### src/rtl/debug_pkg.sv
`default_nettype none
// +----------------------------------------------------------------------+
// | debug_pkg                                                            |
// | Shared state encodings, section codes and helpers for the debug dump.|
// | Revision: 1.0                                                        |
// +----------------------------------------------------------------------+
package debug_pkg;

    localparam int NB_DATA_DEFAULT = 32;

    localparam int NB_STATE = 3;
    typedef logic [NB_STATE-1:0] state_t;

    localparam state_t ST_IDLE   = 3'd0;
    localparam state_t ST_FETCH  = 3'd1;
    localparam state_t ST_LOAD   = 3'd2;
    localparam state_t ST_SEND   = 3'd3;
    localparam state_t ST_NEXT   = 3'd4;
    localparam state_t ST_FINISH = 3'd5;

    typedef logic [1:0] section_t;

    localparam section_t SEC_PC  = 2'd0;
    localparam section_t SEC_REG = 2'd1;
    localparam section_t SEC_MEM = 2'd2;

    function automatic int max_int(input int a, input int b);
        return (a > b) ? a : b;
    endfunction

endpackage
`default_nettype wire

### src/rtl/dump_addr_counter.sv
`default_nettype none
// +----------------------------------------------------------------------+
// | dump_addr_counter                                                    |
// | Section/index walker: PC (1 word) -> REG[0..N-1] -> MEM[0..M-1].     |
// | Revision: 1.0                                                        |
// +----------------------------------------------------------------------+
module dump_addr_counter
    import debug_pkg::*;
#(
    parameter int N_REGS = 32,
    parameter int N_MEM  = 32,
    parameter int NB_IDX = 5
)(
    input  logic              clk,
    input  logic              reset,
    input  logic              i_clr,
    input  logic              i_adv,
    output section_t          o_section,
    output logic [NB_IDX-1:0] o_index,
    output logic              o_last_word
);

    localparam logic [NB_IDX-1:0] c_REG_LAST = NB_IDX'(N_REGS - 1);
    localparam logic [NB_IDX-1:0] c_MEM_LAST = NB_IDX'(N_MEM - 1);
    localparam logic [NB_IDX-1:0] c_ONE      = NB_IDX'(1);

    section_t          r_section;
    logic [NB_IDX-1:0] r_index;

    always_ff @(posedge clk or posedge reset) begin
        if (reset) begin
            r_section <= SEC_PC;
            r_index   <= '0;
        end else if (i_clr) begin
            r_section <= SEC_PC;
            r_index   <= '0;
        end else if (i_adv) begin
            case (r_section)
                SEC_PC: begin
                    r_section <= SEC_REG;
                    r_index   <= '0;
                end
                SEC_REG: begin
                    if (r_index == c_REG_LAST) begin
                        r_section <= SEC_MEM;
                        r_index   <= '0;
                    end else begin
                        r_index <= r_index + c_ONE;
                    end
                end
                SEC_MEM: begin
                    // Explicit compare so non-power-of-two depths wrap correctly
                    if (r_index == c_MEM_LAST) begin
                        r_index <= '0;
                    end else begin
                        r_index <= r_index + c_ONE;
                    end
                end
                default: begin
                    r_section <= SEC_PC;
                    r_index   <= '0;
                end
            endcase
        end
    end

    assign o_section   = r_section;
    assign o_index     = r_index;
    assign o_last_word = (r_section == SEC_MEM) && (r_index == c_MEM_LAST);

endmodule
`default_nettype wire

### src/rtl/debug_tx_scheduler.sv
`default_nettype none
// +----------------------------------------------------------------------+
// | debug_tx_scheduler                                                   |
// | Walks PC, register file and data memory, feeding one word at a time  |
// | to the byte splitter and waiting for its completion pulse.           |
// | Revision: 1.0                                                        |
// +----------------------------------------------------------------------+
module debug_tx_scheduler
    import debug_pkg::*;
#(
    parameter int NB_DATA     = NB_DATA_DEFAULT,
    parameter int N_REGS      = 32,
    parameter int N_MEM       = 32,
    parameter int NB_REG_ADDR = 5,
    parameter int NB_MEM_ADDR = 5
)(
    input  logic                   clk,
    input  logic                   reset,
    input  logic                   start,
    input  logic                   abort,
    input  logic [NB_DATA-1:0]     pc_in,
    output logic [NB_REG_ADDR-1:0] reg_addr,
    input  logic [NB_DATA-1:0]     reg_data,
    output logic [NB_MEM_ADDR-1:0] mem_addr,
    input  logic [NB_DATA-1:0]     mem_data,
    output logic [NB_DATA-1:0]     word,
    output logic                   enviar,
    input  logic                   split_done,
    output logic                   busy,
    output logic                   dump_done
);

    localparam int NB_IDX = max_int(NB_REG_ADDR, NB_MEM_ADDR);

    state_t                 r_state;
    state_t                 w_state_d;
    logic [NB_DATA-1:0]     r_pc;
    logic [NB_DATA-1:0]     r_word;
    logic [NB_REG_ADDR-1:0] r_reg_addr;
    logic [NB_MEM_ADDR-1:0] r_mem_addr;
    logic                   r_enviar;
    logic                   r_busy;
    logic                   r_dump_done;
    logic                   r_last;

    section_t               w_section;
    logic [NB_IDX-1:0]      w_index;
    logic                   w_last_word;
    logic                   w_clr;
    logic                   w_adv;

    // Counter advances as SEND completes, so NEXT already sees the new index
    assign w_clr = (r_state == ST_IDLE);
    assign w_adv = (r_state == ST_SEND) && split_done && !abort;

    dump_addr_counter #(
        .N_REGS (N_REGS),
        .N_MEM  (N_MEM),
        .NB_IDX (NB_IDX)
    ) u_addr_counter (
        .clk         (clk),
        .reset       (reset),
        .i_clr       (w_clr),
        .i_adv       (w_adv),
        .o_section   (w_section),
        .o_index     (w_index),
        .o_last_word (w_last_word)
    );

    always_comb begin
        w_state_d = r_state;
        case (r_state)
            ST_IDLE:   if (start && !abort) w_state_d = ST_FETCH;
            ST_FETCH:  w_state_d = ST_LOAD;
            ST_LOAD:   w_state_d = ST_SEND;
            ST_SEND:   if (split_done) w_state_d = ST_NEXT;
            ST_NEXT:   w_state_d = r_last ? ST_FINISH : ST_FETCH;
            ST_FINISH: w_state_d = ST_IDLE;
            default:   w_state_d = ST_IDLE;
        endcase
        if (abort && (r_state != ST_IDLE)) begin
            w_state_d = ST_IDLE;
        end
    end

    always_ff @(posedge clk or posedge reset) begin
        if (reset) begin
            r_state     <= ST_IDLE;
            r_pc        <= '0;
            r_word      <= '0;
            r_reg_addr  <= '0;
            r_mem_addr  <= '0;
            r_enviar    <= 1'b0;
            r_busy      <= 1'b0;
            r_dump_done <= 1'b0;
            r_last      <= 1'b0;
        end else begin
            r_state     <= w_state_d;
            r_enviar    <= (w_state_d == ST_SEND);
            r_busy      <= (w_state_d != ST_IDLE);
            r_dump_done <= (w_state_d == ST_FINISH);

            if (r_state == ST_IDLE) begin
                r_pc <= pc_in;
            end

            if (w_adv) begin
                r_last <= w_last_word;
            end

            // Address is presented in FETCH so the 1-cycle read lands in LOAD
            if (w_state_d == ST_FETCH) begin
                if (w_section == SEC_REG) begin
                    r_reg_addr <= w_index[NB_REG_ADDR-1:0];
                end
                if (w_section == SEC_MEM) begin
                    r_mem_addr <= w_index[NB_MEM_ADDR-1:0];
                end
            end

            if (r_state == ST_LOAD) begin
                case (w_section)
                    SEC_PC:  r_word <= r_pc;
                    SEC_REG: r_word <= reg_data;
                    default: r_word <= mem_data;
                endcase
            end
        end
    end

    assign reg_addr  = r_reg_addr;
    assign mem_addr  = r_mem_addr;
    assign word      = r_word;
    assign enviar    = r_enviar;
    assign busy      = r_busy;
    assign dump_done = r_dump_done;

endmodule
`default_nettype wire
### config.mk
export PLATFORM = sky130hd
export DESIGN_NAME = debug_tx_scheduler
export DESIGN_NICKNAME = d
export VERILOG_FILES = /design/src/rtl/debug_pkg.sv /design/src/rtl/dump_addr_counter.sv /design/src/rtl/debug_tx_scheduler.sv
export SDC_FILE = /design/constraint.sdc
export NUM_CORES = 1
export LEC_CHECK = 0
export ABC_AREA = 1
export ABC_CLOCK_PERIOD_IN_PS = 6000
export BUFFER_PORTS_ARGS = -buffer_cell sky130_fd_sc_hd__buf_2
export CORE_MARGIN = 3
export CORE_UTILIZATION = 56
export CTS_BUF_LIST = sky130_fd_sc_hd__clkbuf_4 sky130_fd_sc_hd__clkbuf_8
export CTS_CLUSTER_DIAMETER = 40
export DETAILED_ROUTE_END_ITERATION = 10
export GPL_ROUTABILITY_DRIVEN = 0
export PLACE_DENSITY = 0.84
export RECOVER_POWER = 50
export SYNTH_ARGS = -nofsm -noshare
export SYNTH_HDL_FRONTEND = slang
export SYNTH_HIERARCHICAL = 1
export SYNTH_SLANG_ARGS = --single-unit
### constraint.sdc
create_clock -name clk -period 6 [get_ports clk]
set_input_delay 0.6 -clock clk [delete_from_list [all_inputs] [get_ports clk]]
set_output_delay 0.6 -clock clk [all_outputs]
set_load 0.02 [all_outputs]
# Word level (Yosys, flattened, before mapping)
# Index checks and enable logic that the tools add are counted.
# totals
regBits,88
input_bits,101
word_cells,53
# classes
add_sub_neg,1
eq_ne,12
n_mux,14
n_reduce_logical,15
# ops
operator,count
32-bit one-hot mux with 2 select lines,1
5-bit 2-to-1 mux,4
3-bit one-hot mux with 5 select lines,1
3-bit 2-to-1 mux,4
3-bit by 2-bit equality test with 1-bit output (second input constant),3
3-bit by 1-bit equality test with 1-bit output (second input constant),2
3-bit equality test (second input constant),2
2-bit 2-to-1 mux,3
2-bit one-hot mux with 3 select lines,1
3-bit nonzero test,2
5-bit by 1-bit adder with 5-bit output (second input constant),1
5-bit equality test (second input constant),1
1-bit logical AND,5
2-bit AND reduction,2
3-bit logical NOT,1
3-bit by 1-bit inequality test with 1-bit output (second input constant),1
3-bit AND reduction,1
2-bit by 1-bit equality test with 1-bit output (second input constant),1
2-bit equality test (second input constant),1
2-bit logical NOT,1
2-bit by 1-bit inequality test with 1-bit output (second input constant),1
2-bit nonzero test,1
2-bit OR reduction,1
1-bit logical NOT,1

# Depth between registers and ports, before layout
# Gate-level depths: netlist (run 1).
# logic_depth
word_depth,7
depth_mapped,11
mapped_depth_nobuf,9

# By module
# The synthesis (run 1) kept the hierarchy.
# by_module_without_submodules
mod,n_inst,cells_per_inst,area_per_inst_um2,seq_area_each_um2
debug_tx_scheduler,1,434,3668.5,2026.9
dump_addr_counter,1,61,459.2,175.2

# Worst setup path after synthesis (run 1)
# No wires, ideal clock.
# synth_path
path_type,input to register
startpoint,input abort
endpoint,register r_last
setup_ns,0.125
arrival_ns,1.426
required_ns,5.875
slack_ns,4.449
path_stages,4
cell_sequence,nor2_1 inv_1 nor2_1 mux2_2
# synth_via
elab_chain_cells,2
# synth_lines
item,line,text
start: declaration,debug_tx_scheduler.sv:20,"input logic abort,"
1-bit logical NOT,debug_tx_scheduler.sv:54,assign w_adv = (r_state == ST_SEND) && split_done && !abort;
1-bit logical AND,debug_tx_scheduler.sv:54,
via w_adv,debug_tx_scheduler.sv:50,logic w_adv;
end signal: assignment,debug_tx_scheduler.sv:108,r_last <= w_last_word;
end: declaration,debug_tx_scheduler.sv:44,logic r_last;
# The timed path passes the listed nets, and every way through them passes these cells.
# A chain may end at the register's enable or synchronous reset.

# Worst setup path after layout (run 1)
# layout_path
startpoint,register r_state[0]
endpoint,register u_addr_counter.r_index[3] (netlist: u_addr_counter/o_index[3])
# layout_via
elab_chain_cells,4
elab_cells_between_ends,6
classes_between,eq/ne: 1; mux: 1; reduce/logical: 4
# layout_lines
item,line,text
start: declaration,debug_tx_scheduler.sv:35,state_t r_state;
start signal: assignment,debug_tx_scheduler.sv:98,r_state <= w_state_d;
3-bit by 2-bit equality test with 1-bit output,debug_tx_scheduler.sv:54,
1-bit logical AND (2 in series),debug_tx_scheduler.sv:54,
2-bit nonzero test (no source line),--,
end signal: assignment,dump_addr_counter.sv:48,r_index <= r_index + c_ONE;
end signal: assignment,dump_addr_counter.sv:56,r_index <= r_index + c_ONE;
end: declaration,dump_addr_counter.sv:28,logic [NB_IDX-1:0] r_index;
# Parallel ways exist; a longest one is shown, timed or not.

==> flow_metrics.py, run 1 <==
metrics = {
    "synth": {
        "ys_seq_elements": 88,
        "seq_area_frac_synth_pct": 53.35,
        "synth_fa_ha_area_share_pct": 1.819,
        "synthMuxAreaShare_pct": 0.2728,
        "synth-simple-area-share_pct": 21.73,
        "ys_top_cells_by_area": "dfrtp_1 53%, nand2_1 16%, o21ai_0 7.8%, o22a_1 6.6%, inv_1 4.9%",
        "synth_most_common_cell": "nand2_1",
        "synthCells": 495,
        "synth_top_area_share_pct": 53.35,
        "synth-xor-area-share_pct": 0,
        "synthArstFlopShare_pct": 100.0,
        "yosysTopAreaCell": "dfrtp_1",
        "yosysWarningCount": 6,
        "avgSynthCellArea_sq_um": 8.339,
        "synth-compound-area-share_pct": 15.10,
        "synth-edff-count": 0,
        "synth_flop_cell": "dfrtp_1",
        "synth_nets": 602,
        "syn_area_sq_um": 4128,
        "synth_common_cells": "174 x nand2_1, 88 x dfrtp_1, 64 x o21ai_0",
        "synth_top_family_by_area": "simple AND/OR/NAND/NOR gates",
        "synth_cell_types": 20,
    },
    "global_routing": {
        "grt_usage_pct": 25.20,
        "grt_pass1_vias": 3805,
        "grt_max_degree": 68,
        "grt_pass1_wl_microns": 17130,
        "gr-total-overflow": 0,
        "grt_antenna_before_repair": 0,
    },
    "die": {
        "initial_core_util_pct": 59.12,
        "fp.dieH_microns": 91.86,
        "std_cell_rows": 30,
        "dieArea_sq_um": 8437,
        "io_pins": 146,
        "die_x_microns": 91.86,
        "core_area_sq_um": 6982,
    },
    "pwr": {
        "pwr-share-comb_pct": 37.4,
        "clockPowerShare_pct": 21.2,
        "power_density_nw_per_um2": 435.8,
        "p_switching_w": 0.0008411,
        "p_leak_nw": 2.738,
        "ir_drop_v": 0.0002437,
        "switching_share_pct": 37.75,
        "p_int_w": 0.001387,
        "seq_power_share_pct": 41.4,
    },
    "min_path": {
        "holdCritPathClass": "in -> async",
    },
    "clocking": {
        "cts.clk_slew.worst_paths_ns": 0.08,
        "htreeDepth": 3,
        "clock_latency_ns": 0.35,
        "cts_resized": 0,
        "cts.sinks": 88,
        "cts_tree": "done",
        "cts_buffer_depth": 2,
        "numCtsBuffers": 9,
        "post-cts-setup-buffer-count": 0,
        "ctsHoldBuffers": 0,
        "cts_root_buffer": "clkbuf_8",
    },
    "sta": {
        "fin_worst_skew_ns": 0.007165,
        "tns_ns": 0,
        "fmax_mhz": 470.1,
        "drv_slew": 38,
        "hold_viol_final": 0,
        "layout_min_cycle_time_ns": 2.127,
        "setup_viol": 0,
        "fin_crit_sh_pct": 35.45,
        "rsz0062_at_grt": "false",
        "relSlewSlack_pct": -8.799,
        "worst_pin_slew_ns": 1.623,
    },
    "worst_setup_path": {
        "cpMostUsedCell": "nand2_1",
        "startpoint_type": "register",
        "path_class": "reg -> reg",
        "worst_path_max_delay_cell": "inv_2",
        "crit_chain": "nor2_1, nand2_1, inv_2, nor2_1, nand3_1, inv_1, nand2_1, nand2_1",
        "critPathCaptureType": "register",
        "worstPathRequired_ns": 6.25,
        "arrival_ns": 2.37,
        "slowest_delay_ns": 0.66,
        "crit_fanout": 67,
    },
    "routing": {
        "drt-wirelength-per-cell_microns": 14.20,
        "drc": 0,
        "vias_per_cell": 5.173,
        "drt_wl_total_microns": 10390,
        "drtPass1Iterations": 4,
        "dr.first_iter.drc_count": 217,
        "postRouteAntennaNets": 0,
        "via_count": 3787,
    },
    "final_layout": {
        "nNetsFinal": 738,
        "stdcell_count": 732,
        "num_antenna_cells": 0,
        "flow.area_growth_from_synthesis_pct": 23.89,
        "multi_input_area_sq_um": 1602,
        "seq_area_sq_um": 2202,
        "nFillCells": 574,
        "drive_gt1_share_pct": 25.00,
    },
    "placement": {
        "io_buffers": 145,
        "dpl.cell_count": 716,
        "hpwl_microns": 7293,
    },
    "status": {
        "violations": "max-capacitance violations, max-slew violations",
        "status": "complete, but fails checks",
    },
    "run": {
        "maxCapViolations": 1,
    },
}
[layer usage]
metal | global-route usage [%] | up-vias | part of all wire [%]
met5 | 0 | - | 0
met4 | 10.89 | 0 | 2.1
met3 | 3.527 | 20 | 5.9
met2 | 42.15 | 141 | 50
met1 | 32.86 | 1763 | 42
li1 | - | 1863 | -
[cell usage in the layout (no fill, tap or decap), types with 2 or more instances in the layout]
| cell | instances |
|---|---|
| nand3_1 | 24 |
| clkbuf_8 | 12 |
| nor2_1 | 11 |
| clkbuf_1 | 17 |
| o22a_1 | 31 |
| nand4_1 | 5 |
| clkinvlp_4 | 2 |
| o21ai_1 | 3 |
| ha_1 | 6 |
| o21ai_0 | 64 |
| buf_2 | 128 |
| dfrtp_1 | 88 |
| nand2_1 | 174 |
| buf_4 | 4 |
| bufinv_16 | 2 |
| nor2_4 | 3 |
| inv_1 | 52 |
| inv_2 | 4 |
[power groups by stage]
stage	clock (W)	combinational (W)	sequential, W
after floorplan	0	0.000469	0.00106
after global placement	0	0.000822	0.000916
after detailed placement	0	0.000853	0.000930
after CTS	0.000479	0.000860	0.000919
after global routing	0.000512	0.000934	0.000945
final	0.000472	0.000834	0.000922
[registers in the layout, summed over array words and instances, names as in the netlist]
register	flops
busy	1
dump_done	1
enviar	1
mem_addr	5
r_last	1
r_pc	32
r_state	3
reg_addr	5
u_addr_counter/o_index	5
u_addr_counter/o_section	2
word	32
[final cells by class]
cell class	instances	share of cell area, %
clock buffer	12	3.230
clock inverter	4	1.468
inverter	57	4.208
multi-input combinational	326	31.32
sequential	88	43.06
tap	96	2.349
timing repair buffer	149	14.36
[per-stage QoR]
stage / setup slack [ns] / power, W / instance area, sq um / hold WS, ns / util (%)
after floorplan: 3.320 / 0.001525 / 4128 / 0.4034 / -
after global placement: 4.131 / 0.001738 / 4905 / 0.4516 / 70.25
after detailed placement: 4.004 / 0.001784 / 4905 / 0.4538 / 70.25
after CTS: 3.989 / 0.002259 / 5145 / 0.1954 / 73.69
after global routing: 3.649 / 0.002391 / 5114 / 0.2124 / 73.24
final: 3.873 / 0.002228 / 5114 / 0.1867 / 73.24
[kinds of logic after synthesis]
kind of cell,count (synthesis)
compound gates,100
fa+ha+maj,6
buf+inv,81
flops,88
mux,1
simple gates,219
[path summary, 6_finish.rpt]
kind	depth (start not counted)	startpoint	slack, ns	end
min in group clk	3	pc_in[1]	0.46	r_pc[1]
max reg2reg	8	r_state[0]	3.87	u_addr_counter/o_index[3]
min	2	reset	0.19	u_addr_counter/o_index[3]
max	8	r_state[0]	3.87	u_addr_counter/o_index[3]
min reg2reg	2	mem_addr[1]	0.47	mem_addr[1]
max in group asynchronous	3	reset	4.16	r_pc[18]
[critical path: cells and delay by family (launching register included)]
family                 cells  cell delay, ns
AND/OR/NAND/NOR            6            0.84
buffers and inverters      2            0.71
flip-flops                 1            0.45
(Power assumes the default switching activity.)
==> inputs of run 2 (changes only) <==
Settings changed: ABC_CLOCK_PERIOD_IN_PS 6000 to 2000, CORE_UTILIZATION 56 to 52, PLACE_DENSITY 0.84 to 0.79.
Clock period 6 ns to 2 ns, I/O delays scaled along.
==> flow_metrics.py, run 2 (same netlist as run 1, synthesis figures left out) <==
metrics = {
    "placement": {
        "place_ws_ns": 0.4157,
        "placed_cell_area_sq_um": 4976,
        "io_buffers": 145,
        "hpwl_microns": 7190,
    },
    "die": {
        "die_x_microns": 95.10,
        "core_area_sq_um": 7486,
        "std_cell_rows": 31,
        "dieArea_sq_um": 9043,
        "fp.dieH_microns": 95.10,
        "initial_core_util_pct": 55.14,
        "io_pins": 146,
    },
    "worst_setup_path": {
        "crit_fanout": 6,
        "arrival_ns": 1.84,
        "rr_worst_depth": 8,
        "startpoint_type": "register",
        "reg2reg_from": "r_state[0]",
        "critPathCaptureType": "register",
        "path_class": "reg -> reg",
        "startpoint": "r_state[0]",
        "worstPathRequired_ns": 2.23,
    },
    "sta": {
        "tns_ns": 0,
        "drv_slew": 0,
        "worst_slack_ns": 0.3873,
        "rsz0062_at_grt": "false",
        "setup_viol": 0,
        "fin_worst_skew_ns": 0.008418,
        "fmax_mhz": 620.1,
        "hold_viol_final": 0,
        "fin_crit_sh_pct": 80.63,
        "relSlewSlack_pct": 48.70,
        "layout_min_cycle_time_ns": 1.613,
        "worst_pin_slew_ns": 0.7653,
    },
    "clocking": {
        "cts.sinks": 88,
        "cts.clk_slew.worst_paths_ns": 0.09,
        "clock_latency_ns": 0.33,
        "cts_root_buffer": "clkbuf_8",
        "numCtsBuffers": 9,
        "cts_resized": 0,
        "cts_tree": "done",
        "cts_buffer_depth": 2,
        "htreeDepth": 3,
        "post-cts-setup-buffer-count": 0,
    },
    "global_routing": {
        "grt_usage_pct": 22.03,
        "grt_antenna_before_repair": 0,
        "gr-total-overflow": 0,
        "grt_max_degree": 67,
        "grt_pass1_vias": 3603,
        "grt_pass1_wl_microns": 15830,
    },
    "pwr": {
        "ir_drop_v": 0.0006409,
        "p_leak_nw": 2.695,
        "total_power_w": 0.006561,
        "power_density_nw_per_um2": 1275,
    },
    "final_layout": {
        "nFillCells": 623,
        "flow.area_growth_from_synthesis_pct": 24.64,
        "drive_gt1_share_pct": 21.89,
        "layout_common_cells": "174 x nand2_1, 101 x buf_2, 88 x dfrtp_1, 64 x o21ai_0, 52 x inv_1",
        "fin_area_sq_um": 5145,
        "final_util_pct": 68.73,
        "nNetsFinal": 746,
        "num_antenna_cells": 0,
        "layout_commonest_cell": "nand2_1",
    },
    "run": {
        "maxCapViolations": 0,
    },
    "min_path": {
        "hold_depth": 3,
        "holdCritPathClass": "in -> reg",
        "min_from": "pc_in[3]",
    },
    "routing": {
        "drtPass1Iterations": 5,
        "vias_per_cell": 4.991,
        "via_count": 3708,
        "postRouteAntennaNets": 0,
        "drt_wl_total_microns": 9858,
        "drc": 0,
        "dr.first_iter.drc_count": 175,
        "drt-wirelength-per-cell_microns": 13.27,
    },
    "status": {
        "status": "finished clean",
    },
}
-- run 2: cell types whose count changed in the layout (fill, tap and decap cells not counted) --
cell	change
dlygate4sd3_1	+1
nor2_2	+1
buf_12	+1
clkbuf_1	+27
nor2_4	+1
clkinvlp_4	-1
buf_2	-27
buf_4	+6
nor2_1	-2
clkinv_2	+1
clkinv_4	+1
bufinv_16	-1
-- run 2: metrics by stage --
step,hold WS [ns],instances
floorplan,0.003398,495
global placement,0.1806,726
detailed placement,0.1837,726
CTS,0.04930,743
global route,0.05833,743
finish,0.07070,743
-- run 2: power by group --
group	total [W]	internal, W	switching (W)	leakage [nW]
Clock	0.00129	0.000681	0.000607	0.109
Sequential	0.00274	0.00247	0.000277	1.07
Combinational	0.00253	0.000892	0.00164	1.51
-- run 2: area by class of cell --
cell class / count / area (sq um) / share of cell area (%)
clock inverters: 4 / 51.30 / 0.9971
well taps: 99 / 123.9 / 2.408
flip-flops and latches: 88 / 2202 / 42.80
repair buffers: 157 / 775.7 / 15.08
multi-input cells: 326 / 1612 / 31.32
inverters: 57 / 215.2 / 4.183
clock buffers: 12 / 165.2 / 3.210
-- run 2: final timing paths --
kind	end	slack, ns
worst min register to register	mem_addr[1]	0.48
worst min-delay path	r_pc[3]	0.07
worst max-delay path	mem_addr[0]	0.39
worst max register to register	mem_addr[0]	0.39
max in group asynchronous	mem_addr[0]	0.75
min in group asynchronous	u_addr_counter/o_index[0]	0.36
-- run 2: critical path, cell delays in order (launching register included) --
cell,delay (ns)
dfrtp_1,0.44
nor2_2,0.22
nand2_1,0.12
nand2_1,0.11
inv_1,0.08
nor2_4,0.14
nand4_1,0.21
nand2_1,0.12
nand2_1,0.06
-- run 2: metal layers --
metal	global-route usage [%]	share of wire, %	vias up
li1	-	-	1875
met1	28.43	44	1706
met2	37.78	49	117
met3	3.078	5.4	10
met4	8.053	1.0	0
met5	0	0	-
-- run 2: what timing repair did --
action / 4_1_cts / 5_1_grt
hold buffers: 1 / 0
setup endpoints to repair: 0 / 0
endpoints found under the hold margin: 22 / 0
==> inputs of run 3 (changes only) <==
Settings changed: ABC_CLOCK_PERIOD_IN_PS 2000 to 1400, CORE_UTILIZATION 52 to 47, PLACE_DENSITY 0.79 to 0.75.
Clock period 2 ns to 1.4 ns, I/O delays scaled along.
==> flow_metrics.py, run 3 (same netlist as run 1, synthesis figures left out) <==
metrics = {
    "sta": {
        "layout_min_cycle_time_ns": 1.526,
        "hold_viol_final": 0,
        "hold_slack_ns": 0.01247,
        "drv_slew": 0,
        "setup_viol": 41,
        "rsz0062_at_grt": "true",
        "fin_crit_sh_pct": 109.0,
        "worst_slack_ns": -0.1264,
        "fin_worst_skew_ns": 0.006087,
        "worst_pin_slew_ns": 0.8445,
        "fmax_mhz": 655.1,
        "relSlewSlack_pct": 43.70,
        "tns_ns": -3.301,
    },
    "pwr": {
        "pwr-share-comb_pct": 48.4,
        "p_switching_w": 0.004338,
        "power_density_nw_per_um2": 1917,
        "total_power_w": 0.01157,
        "p_int_w": 0.007228,
        "ir_drop_v": 0.0008825,
        "switching_share_pct": 37.51,
        "clockPowerShare_pct": 17.7,
        "seq_power_share_pct": 33.9,
        "p_leak_nw": 3.166,
    },
    "final_layout": {
        "final_util_pct": 71.98,
        "nNetsFinal": 792,
        "layout_commonest_cell": "nand2_1",
        "flow.area_growth_from_synthesis_pct": 46.17,
        "num_antenna_cells": 0,
        "layout_common_cells": "169 x nand2_1, 144 x buf_2, 88 x dfrtp_1, 48 x inv_1",
        "drive_gt1_share_pct": 38.70,
    },
    "die": {
        "die_x_microns": 99.72,
        "core_area_sq_um": 8382,
        "std_cell_rows": 33,
        "fp.dieH_microns": 99.72,
        "initial_core_util_pct": 49.25,
        "dieArea_sq_um": 9943,
        "io_pins": 146,
    },
    "routing": {
        "drt_wl_total_microns": 12140,
        "via_count": 4147,
        "postRouteAntennaNets": 0,
        "drtPass1Iterations": 4,
        "dr.first_iter.drc_count": 121,
        "vias_per_cell": 5.216,
        "drt-wirelength-per-cell_microns": 15.27,
        "drc": 0,
    },
    "worst_setup_path": {
        "rrSetupSlack_ns": -0.13,
        "startpoint_type": "register",
        "arrival_ns": 1.77,
        "crit_fanout": 5,
        "critPathCaptureType": "register",
        "path_class": "reg -> reg",
        "worstPathRequired_ns": 1.64,
    },
    "placement": {
        "io_buffers": 145,
        "hpwl_microns": 7492,
    },
    "run": {
        "maxCapViolations": 0,
    },
    "global_routing": {
        "grt_usage_pct": 21.63,
        "grt_pass1_wl_microns": 17440,
        "grt_max_degree": 48,
        "grt_pass1_vias": 4028,
        "grt_antenna_before_repair": 0,
        "gr-total-overflow": 0,
    },
    "clocking": {
        "cts_root_buffer": "clkbuf_8",
        "cts_tree": "done",
        "clock_latency_ns": 0.34,
        "htreeDepth": 3,
        "cts_buffer_depth": 2,
        "cts.sinks": 88,
        "numCtsBuffers": 9,
        "cts.clk_slew.worst_paths_ns": 0.08,
    },
    "min_path": {
        "holdCritPathClass": "in -> reg",
    },
    "status": {
        "status": "complete, but fails checks",
        "violations": "negative setup slack",
    },
}
==> run 3: cell count changes in the layout (fill, tap and decap cells not counted), moves of 7 or more <==
| cell | delta |
|---|---|
| buf_6 | +10 |
| clkbuf_16 | +8 |
| o21ai_2 | +23 |
| buf_2 | +43 |
| buf_4 | +11 |
| dlygate4sd3_1 | +7 |
| o21ai_1 | +10 |
| o21ai_0 | -33 |
| clkbuf_1 | -43 |
==> run 3: path summary, 6_finish.rpt <==
path | end | from | cells past startpoint
min in group asynchronous | u_addr_counter/o_index[1] | reset | 3
setup / recovery | word[27] | r_state[0] | 7
hold / removal | r_pc[15] | pc_in[15] | 3
hold reg to reg | mem_addr[2] | mem_addr[2] | 2
setup reg to reg | word[27] | r_state[0] | 7
max in group asynchronous | r_pc[29] | reset | 4
==> run 3: power groups by stage <==
stage / clock network [W] / logic [W] / registers, W
finish: 0.00205 / 0.00560 / 0.00392
global route: 0.00218 / 0.00604 / 0.00403
global placement: 0 / 0.00388 / 0.00394
detailed placement: 0 / 0.00399 / 0.00396
CTS: 0.00208 / 0.00428 / 0.00391
floorplan: 0 / 0.00203 / 0.00453
==> run 3: stage by stage <==
| stage | instance area, sq um | setup slack (ns) | instances |
|---|---|---|---|
| 6_report | 6033 | -0.1264 | 795 |
| 5_1_grt | 6033 | -0.2056 | 795 |
| 4_1_cts | 5570 | -0.06946 | 776 |
| 3_5_place_dp | 5149 | -0.1194 | 745 |
| 3_3_place_gp | 5149 | -0.03312 | 745 |
| 2_1_floorplan | 4139 | 0.005249 | 495 |
==> run 3: per-layer routing <==
layer	GRT usage (%)	vias to the layer above	part of all wire (%)
met5	0	-	0
met4	7.458	0	2.0
met3	4.067	23	6.2
met2	39.56	141	52
met1	25.18	2007	40
li1	-	1976	-
==> run 3: critical path: stages, from the launching register on <==
cell,delay (ns)
dfrtp_1,0.44
buf_6,0.14
buf_6,0.10
nor2_4,0.21
buf_6,0.16
clkbuf_16,0.15
o21ai_2,0.05
o22a_1,0.17
==> run 3: layout make-up <==
type / instances / area [sq um]
flip-flops and latches: 88 / 2202
repair inverters: 1 / 11.26
clock buffers: 14 / 180.2
multi-input cells: 327 / 1798
repair buffers: 201 / 1418
clock inverters: 2 / 60.06
inverters: 57 / 232.7
fillers: 635 / 2349
well taps: 105 / 131.4
==> run 3: timing repair <==
action / CTS / global route
buffers inserted: 6 / 6
pin swaps: 13 / 25
hold buffers: 8 / 0
endpoints found under the hold margin: 95 / 0
gates resized for setup: 47 / 52
cloned: 1 / 13
setup endpoints to repair: 33 / 83
